[src/rtl/rr_grant_consumer.sv]
// rr_grant_consumer
//   Requestor-side front end for a 4-way round-robin bus arbiter. Each client
//   writes into its own 2-deep FIFO. A non-empty FIFO raises its req_vector
//   bit. A legal one-hot grant from the arbiter moves the head word of the
//   granted FIFO into a single output register with valid/ready handshake.
//
// Ports
//   CLK, RST       clock; synchronous active-high reset
//   in_valid[4]    per-client write strobe
//   in_data        client words, client i at [i*DATA_W +: DATA_W]
//   in_ready[4]    per-client FIFO not full (low while RST)
//   req_vector[4]  to arbiter: FIFO i non-empty
//   enable         to arbiter: output register can take a word this cycle
//   grant_vector   from arbiter: registered one-hot grant
//   bus_valid/bus_data/bus_src/bus_ready  shared output bus
//   grant_err      sticky: zero/multi-hot grant seen while requesting

// Per-client 2-entry FIFO. Storage carries no reset; only the pointers and
// the occupancy count do.
module rr_port_fifo #(
  parameter int DATA_W = 8
) (
  input  logic              CLK,
  input  logic              RST,
  input  logic              push,
  input  logic              pop,
  input  logic [DATA_W-1:0] wdata,
  output logic [DATA_W-1:0] head,
  output logic [1:0]        count
);
  logic [1:0][DATA_W-1:0] mem;
  logic                   wr_ptr, rd_ptr;

  always_ff @(posedge CLK) begin
    if (push) mem[wr_ptr] <= wdata;
  end

  always_ff @(posedge CLK) begin
    if (RST) begin
      wr_ptr <= 1'b0;
      rd_ptr <= 1'b0;
      count  <= 2'd0;
    end else begin
      if (push) wr_ptr <= ~wr_ptr;
      if (pop)  rd_ptr <= ~rd_ptr;
      // Simultaneous push+pop keeps the count.
      case ({push, pop})
        2'b10:   count <= count + 2'd1;
        2'b01:   count <= count - 2'd1;
        default: count <= count;
      endcase
    end
  end

  assign head = mem[rd_ptr];
endmodule

module rr_grant_consumer #(
  parameter int DATA_W = 8
) (
  input  logic                CLK,
  input  logic                RST,
  input  logic [3:0]          in_valid,
  input  logic [4*DATA_W-1:0] in_data,
  output logic [3:0]          in_ready,
  output logic [3:0]          req_vector,
  output logic                enable,
  input  logic [3:0]          grant_vector,
  output logic                bus_valid,
  output logic [DATA_W-1:0]   bus_data,
  output logic [1:0]          bus_src,
  input  logic                bus_ready,
  output logic                grant_err
);
  localparam int NUM_PORTS = 4;

  logic [NUM_PORTS-1:0][1:0]        cnt;
  logic [NUM_PORTS-1:0][DATA_W-1:0] head;
  logic [NUM_PORTS-1:0]             push, pop;
  logic                             free, onehot, illegal;
  logic [DATA_W-1:0]                xfer_data;
  logic [1:0]                       xfer_src;

  assign free    = !bus_valid || bus_ready;
  assign enable  = free && !RST;
  assign onehot  = (grant_vector != 4'b0) &&
                   ((grant_vector & (grant_vector - 4'd1)) == 4'b0);
  // Bad grants only matter when something is actually requesting.
  assign illegal = !onehot && (req_vector != 4'b0);

  for (genvar g = 0; g < NUM_PORTS; g++) begin : g_port
    assign in_ready[g]   = (cnt[g] != 2'd2) && !RST;
    assign req_vector[g] = (cnt[g] != 2'd0);
    assign push[g]       = in_valid[g] && in_ready[g];
    // Stale grant to an empty FIFO simply yields no pop.
    assign pop[g]        = grant_vector[g] && onehot && (cnt[g] != 2'd0) && free;

    rr_port_fifo #(.DATA_W(DATA_W)) u_fifo (
      .CLK   (CLK),
      .RST   (RST),
      .push  (push[g]),
      .pop   (pop[g]),
      .wdata (in_data[g*DATA_W +: DATA_W]),
      .head  (head[g]),
      .count (cnt[g])
    );
  end

  // pop is one-hot or zero, so a priority loop is just a mux.
  always_comb begin
    xfer_data = '0;
    xfer_src  = 2'd0;
    for (int i = 0; i < NUM_PORTS; i++) begin
      if (pop[i]) begin
        xfer_data = head[i];
        xfer_src  = 2'(i);
      end
    end
  end

  always_ff @(posedge CLK) begin
    if (RST) begin
      bus_valid <= 1'b0;
      bus_data  <= '0;
      bus_src   <= 2'd0;
      grant_err <= 1'b0;
    end else begin
      if (illegal) grant_err <= 1'b1;
      if (pop != 4'b0) begin
        bus_valid <= 1'b1;
        bus_data  <= xfer_data;
        bus_src   <= xfer_src;
      end else if (bus_ready) begin
        bus_valid <= 1'b0;
      end
    end
  end
endmodule

[config.mk]
export PLATFORM = sky130hd
export DESIGN_NAME = rr_grant_consumer
export DESIGN_NICKNAME = d
export VERILOG_FILES = /design/src/rtl/rr_grant_consumer.sv
export SDC_FILE = /design/constraint.sdc
export NUM_CORES = 1
export LEC_CHECK = 0
export CORE_UTILIZATION = 53
export DETAILED_ROUTE_END_ITERATION = 7
export PLACE_DENSITY_LB_ADDON = 0.2
export SETUP_SLACK_MARGIN = 0.15
export SKIP_CTS_REPAIR_TIMING = 1
export SLEW_MARGIN = 5
export SYNTH_ARGS = -nofsm -noshare
export SYNTH_HDL_FRONTEND = slang
export SYNTH_SLANG_ARGS = --single-unit
export TNS_END_PERCENT = 5
[constraint.sdc]
create_clock -name CLK -period 2.25 [get_ports CLK]
set_input_delay 0.3375 -clock CLK [delete_from_list [all_inputs] [get_ports CLK]]
set_output_delay 0.3375 -clock CLK [all_outputs]
set_load 0.1 [all_outputs]
* After elaboration in Yosys (flattened, before gate mapping) *
Cells that the tools add are included.

cells by class
  reduce and logical (&&, ||, !) cells = 44
  equality and inequality tests = 12
  add/subtract/negate cells = 9
  multiplexer cells = 33
  order comparisons = 12
  bitwise gates (word level) = 9

operators by type and width
  cell                   number
  $mux W8                16
  $bwmux W16             4
  $demux W8 S1           4
  $logic_and A1 B1 Y1    27
  $reduce_bool A2 Y1     9
  $lt A1 B2 Y1 const B   8
  $pmux W2 S2            4
  $reduce_bool A4 Y1     3
  $add A2 B1 Y2 const B  4
  $eq A2 B1 Y1 const B   4
  $eq A2 B2 Y1 const B   4
  $ne A2 B2 Y1 const B   4
  $not A1 Y1             8
  $sub A2 B1 Y2 const B  4
  $and A4 B4 Y4          1
  $ge A1 B1 Y1 const B   4
  $logic_not A4 Y1       1
  $mux W2                2
  $sub A4 B1 Y4 const B  1
  $logic_not A1 Y1       3
  $mux W1                3
  $logic_or A1 B1 Y1     1

storage, ports and cells
  register bits after elaboration = 92
  output and inout port bits = 21
  bits of input ports = 43
  word-level logic and storage cells = 143

* Longest topological paths before layout *
  depth in word-level cells = 11
  mapped depth = 9
  gate-level depth less buffers = 7

* By module *
From an unflattened synthesis, not the netlist that was laid out.

second synthesis, totals
  cell total of the unflattened synthesis = 307
  area total of the unflattened synthesis = 3997.6 um^2

by module, submodules not included
  module             cells each  area an instance (um^2)  instances  sequential area each (um^2)
  rr_port_fifo       43          744.5                    4          560.5
  rr_grant_consumer  135         1019.7                   1          240.2

* Worst setup path before layout *
Ideal clock, no wire load.

  path type = register to register
  start = register g_port[2].u_fifo.count[0]
  end = register g_port[2].u_fifo.count[1]
  arrival = 3151 ps
  period minus slack after synthesis = 3221 ps
  cell stages (with the launch flop) = 7
  setup time = 70 ps
  path buffers = 0
  required time = 2180 ps
  slack = -971 ps
  path through = dfxtp_1 inv_1 a21oi_1 nand2_1 ha_1 or3_1 a21oi_1

between the ends
  word-level cells in the longest chain between the ends = 5
  elaborated cells between the ends (all ways) = 12
  classes of those cells = add/sub (2); eq/ne (3); mux (1); reduce/logical (6)

RTL lines
  item                                                      RTL line  source
  start, declared                                           29        output logic [1:0] count
  start signal, assigned                                    48        2'b10: count <= count + 2'd1;
  start signal, assigned                                    49        2'b01: count <= count - 2'd1;
  start signal, assigned                                    50        default: count <= count;
  $ne A2 B2 Y1 (*)                                          92        assign in_ready[g] = (cnt[g] != 2'd2) && !RST;
  $logic_and A1 B1 Y1 (*)                                   92
  via in_ready[2]                                           65        output logic [3:0] in_ready,
  $logic_and A1 B1 Y1 (*)                                   94        assign push[g] = in_valid[g] && in_ready[g];
  $eq A2 B1 Y1 / $eq A2 B2 Y1 (equally long branches)       47        case ({push, pop})
  $pmux W2 S2 / $reduce_bool A2 Y1 (equally long branches)  -

The timed path passes the listed nets; every way through them passes the cells marked *.
A chain may end at the register's enable or synchronous reset.

* Worst setup path in the final report *
  start = input grant_vector[2]
  end = register bus_data[4]

between the ends
  word-level cells in the longest chain between the ends = 11
  elaborated cells between the ends (all ways) = 22
  classes of those cells = add/sub (1); mux (4); bitwise (1); reduce/logical (16)

RTL lines
  item                              RTL line  source
  start, declared                   68        input logic [3:0] grant_vector,
  $sub A4 B1 Y4                     87        ((grant_vector & (grant_vector - 4'd1)) == 4'b0);
  $and A4 B4 Y4                     87
  $logic_not A4 Y1                  87
  $logic_and A1 B1 Y1               86        assign onehot = (grant_vector != 4'b0) &&
  $logic_and A1 B1 Y1 (3 in a row)  96        assign pop[g] = grant_vector[g] && onehot && (cnt[g] != 2'd0) && free;
  $mux W8 (4 in a row)              114       if (pop[i]) begin
  end signal, assigned              131       bus_data <= xfer_data;
  end, declared                     70        output logic [DATA_W-1:0] bus_data,

Parallel ways exist; a longest one is shown, timed or not.

==> results_tabular.tex <==
\begin{tabular}{lr}
\hline
Metric & Value \\
\hline
\multicolumn{2}{l}{\textbf{Global routing}} \\
\quad Antenna violations before repair & 0 \\
\quad Met2 capacity usage during global routing & 36.92\% \\
\quad Maximum number of pins on one net before global-route repair & 20 \\
\quad Busiest layer in global routing & met2 \\
\quad Global routing usage summed across all routing layers & 21.61\% \\
\quad Wire length of the first global-routing pass & 12390 µm \\
\quad Global-route track usage on met3 & 5.131\% \\
\quad Total grt overflow & 0 \\
\quad Vias in the first global route & 2583 \\
\quad Grt met1 use & 26.49\% \\
\multicolumn{2}{l}{\textbf{Synthesis}} \\
\quad Cell variety after synth & 37 \\
\quad Syn avg cell area & 14.08 µm² \\
\quad Total of flip-flops plus latches after synthesis & 92 \\
\quad EDFF count, synth & 64 \\
\quad Sequential cell area fraction in the yosys report & 62.73\% \\
\quad Portion of synthesized cell area occupied by the leading cell type & 48.56\% \\
\quad Most frequently used flop master after synthesis & sky130\_fd\_sc\_hd\_\_edfxtp\_1 \\
\quad Gate count of the mapped netlist & 281 \\
\quad Synthesized Nets & 328 \\
\quad Leading post-synthesis cells by cell area & sky130\_fd\_sc\_hd\_\_edfxtp\_1, sky130\_fd\_sc\_hd\_\_dfxtp\_1, sky130\_fd\_sc\_hd\_\_mux2i\_1 \\
\quad Post-synthesis instance area & 0.003958 mm² \\
\quad Yosys warning total & 0 \\
\quad Most area-hungry cell type in the Yosys netlist & sky130\_fd\_sc\_hd\_\_edfxtp\_1 \\
\quad Share of flip-flops with an asynchronous set or reset after synthesis & 0\% \\
\multicolumn{2}{l}{\textbf{Placement}} \\
\quad Detailed placement HPWL & 5844 µm \\
\quad RD Place Congestion & 0.7997 \\
\quad Quantity of I/O buffers inserted on ports & 63 \\
\quad Total placed instance area & 0.004890 mm² \\
\multicolumn{2}{l}{\textbf{STA}} \\
\quad Final Hold Vio Count & 0 \\
\quad Relative slew slack & 60.50\% \\
\quad Sum of negative setup slack & 0 ps \\
\quad Final Setup Violations & 0 \\
\quad Layout Skew & 9.110 ps \\
\quad Fmax achieved & 511.4 MHz \\
\quad Transition at the pin with the smallest max-transition slack & 591.6 ps \\
\quad Tcrit/Tclk final & 86.91\% \\
\quad RSZ-0062 raised after global routing & no \\
\quad Final max-slew violation count & 0 \\
\quad Minimum clock period after layout & 1955 ps \\
\multicolumn{2}{l}{\textbf{Power and ir drop}} \\
\quad Maximum vdd drop & 0.0004094 V \\
\quad Areal power density over the cells & 741.0 mW/mm² \\
\quad Pleak & 1.731 nW \\
\multicolumn{2}{l}{\textbf{Clock network}} \\
\quad Root Buffer Master & sky130\_fd\_sc\_hd\_\_clkbuf\_8 \\
\quad TritonCTS Buffers & 9 \\
\quad Clock tree from TritonCTS & yes \\
\quad Clock slew seen by the registers of the worst setup and hold paths & 90 ps \\
\quad Count of H-tree levels built during CTS & 3 \\
\quad Clock latency reported for the late side of the worst-skew pair & 360 ps \\
\quad Deepest clock path buffer count & 2 \\
\quad Clk sink count & 92 \\
\multicolumn{2}{l}{\textbf{Outcome}} \\
\quad Outcome & complete, no violations \\
\multicolumn{2}{l}{\textbf{Detailed routing}} \\
\quad Ratio of routed vias to standard cells & 5.375 \\
\quad DRC violation count after routing & 0 \\
\quad TritonRoute pass-1 iters & 4 \\
\quad Vias & 2510 \\
\quad First-iteration detailed-routing DRC count & 87 \\
\quad Residual antenna-violating net count after detailed routing & 0 \\
\quad Routed wirelength normalized by instance count & 16.92 µm \\
\quad Total Wirelength & 7901 µm \\
\multicolumn{2}{l}{\textbf{Critical path}} \\
\quad Reg-to-reg critical path startpoint & bus\_valid \\
\quad Element type at the critical path start & input pin \\
\quad Biggest fanout along the worst timing path & 8 \\
\quad Critical Path RT & 2520 ps \\
\quad Crit path arrival time & 2220 ps \\
\quad Capture point of the worst reg-to-reg path & bus\_data[4] \\
\quad Critical path capture point type & flop \\
\quad Reg-to-reg slack, setup & 520 ps \\
\quad CP Class & input pin to flop \\
\quad Reg2reg path depth & 6 \\
\multicolumn{2}{l}{\textbf{Run}} \\
\quad Total of max-cap violations & 0 \\
\multicolumn{2}{l}{\textbf{Floorplanning}} \\
\quad Top-Level Pins & 64 \\
\quad Placeable core area & 0.007253 mm² \\
\quad Total number of placement rows & 31 \\
\quad Die span in y & 88.41 µm \\
\quad Overall die area & 0.007816 mm² \\
\quad Effective utilization at floorplan & 54.56\% \\
\quad Horizontal die dimension & 88.41 µm \\
\multicolumn{2}{l}{\textbf{Layout}} \\
\quad Most frequent cells in the layout & sky130\_fd\_sc\_hd\_\_edfxtp\_1, sky130\_fd\_sc\_hd\_\_clkdlybuf4s50\_1, sky130\_fd\_sc\_hd\_\_buf\_4 \\
\quad Fin nets & 410 \\
\quad Antenna diode count & 0 \\
\quad Most frequent standard cell in the layout excluding fill and tap cells & sky130\_fd\_sc\_hd\_\_edfxtp\_1 \\
\quad Relative area change from synthesis to final layout & 29.05\% \\
\quad Post-Layout Inst Area & 0.005107 mm² \\
\quad Fraction of layout cells with a size suffix above 1 & 29.62\% \\
\multicolumn{2}{l}{\textbf{Hold path}} \\
\quad Worst hold path class & flop to flop \\
\quad Hold path depth & 2 \\
\quad Hold path endpoint & grant\_err \\
\quad Launch point of the worst hold path & grant\_err \\
\hline
\end{tabular}
[registers in the layout, indices dropped and copies added (netlist names)]
signal	count
bus_data	8
bus_src	2
bus_valid	1
g_port.u_fifo.count	8
g_port.u_fifo.mem	64
g_port.u_fifo.rd_ptr	4
g_port.u_fifo.wr_ptr	4
grant_err	1
[logic make-up (layout without fill, tap and decap cells)]
family                   count (synthesis)  after routing  synth area share [%]
flip-flops                              92             92                 62.73
AND/OR/NAND/NOR                         59             59                 7.935
AO/OA/AOI/OAI                           54             54                 11.26
multiplexers                            32             32                 8.347
buffers and inverters                   23            110                 4.711
XOR/XNOR                                17             17                 3.762
adder cells (fa/ha/maj)                  4              4                 1.265
[worst max path at each step]
stage | slack [ps] | endpoint | depth (start not counted) | start
after floorplan | 80 | g_port[0].u_fifo.count[1] | 8 | g_port[0].u_fifo.count[1]
after global placement | -60 | g_port[3].u_fifo.count[1] | 7 | grant_vector[1]
after detailed placement | -60 | bus_data[4] | 8 | grant_vector[2]
after CTS | 310 | bus_data[4] | 8 | grant_vector[2]
after global routing | 170 | bus_data[2] | 8 | grant_vector[2]
final | 290 | bus_data[4] | 8 | grant_vector[2]
[synth_stat cells, types with 3 or more instances]
cell and count:
sky130_fd_sc_hd__a21oi_1 26, sky130_fd_sc_hd__a221oi_2 8, sky130_fd_sc_hd__and3_1 5, sky130_fd_sc_hd__buf_6 3
sky130_fd_sc_hd__clkbuf_8 6, sky130_fd_sc_hd__dfxtp_1 28, sky130_fd_sc_hd__edfxtp_1 64, sky130_fd_sc_hd__ha_1 4
sky130_fd_sc_hd__inv_1 8, sky130_fd_sc_hd__mux2_2 8, sky130_fd_sc_hd__mux2i_1 24, sky130_fd_sc_hd__nand2_1 14
sky130_fd_sc_hd__nor2_1 23, sky130_fd_sc_hd__o21ai_0 7, sky130_fd_sc_hd__o221ai_2 8, sky130_fd_sc_hd__or3_1 4
sky130_fd_sc_hd__xnor2_1 8, sky130_fd_sc_hd__xor2_1 9
[stage by stage]
stage	utilization [%]	setup slack, ps	instances	hold slack [ps]	power [mW]
finish	70.42	294.5	467	466.2	3.784
global route	70.42	174.8	467	492.2	3.903
CTS	70.42	312.1	467	467.9	3.804
detailed placement	67.41	-57.66	451	452.4	2.607
global placement	67.41	-59.99	451	439.1	2.592
floorplan	-	78.63	281	436.4	2.375
[area by class of cell]
class	instances	area [µm²]
multi-input cells	166	1395
clock buffers	11	131.4
fillers	522	2146
clock inverters	5	86.33
repair buffers	86	838.3
flip-flops and latches	92	2495
inverters	8	37.54
well taps	99	123.9
[worst max-delay path: stages]
cell                              delay [ps]
sky130_fd_sc_hd__clkdlybuf4s50_1         430
sky130_fd_sc_hd__buf_4                   170
sky130_fd_sc_hd__nor4b_4                 300
sky130_fd_sc_hd__and3_1                  270
sky130_fd_sc_hd__buf_4                   140
sky130_fd_sc_hd__or2_4                   200
sky130_fd_sc_hd__o221ai_2                120
sky130_fd_sc_hd__a221oi_2                240
[power breakdown]
group	total (mW)	internal (mW)	switching, mW
combinational	0.636	0.242	0.394
sequential	1.93	1.89	0.0456
clock	1.22	0.635	0.583
total	3.78	2.76	1.02
[metal layers]
layer | wire [µm] | vias up
met1 | 3333 | 1225
met5 | 0 | -
li1 | - | 1207
met4 | 155 | 0
met2 | 4058 | 61
met3 | 353 | 17
No activity file was read; power rests on OpenSTA's default activity.
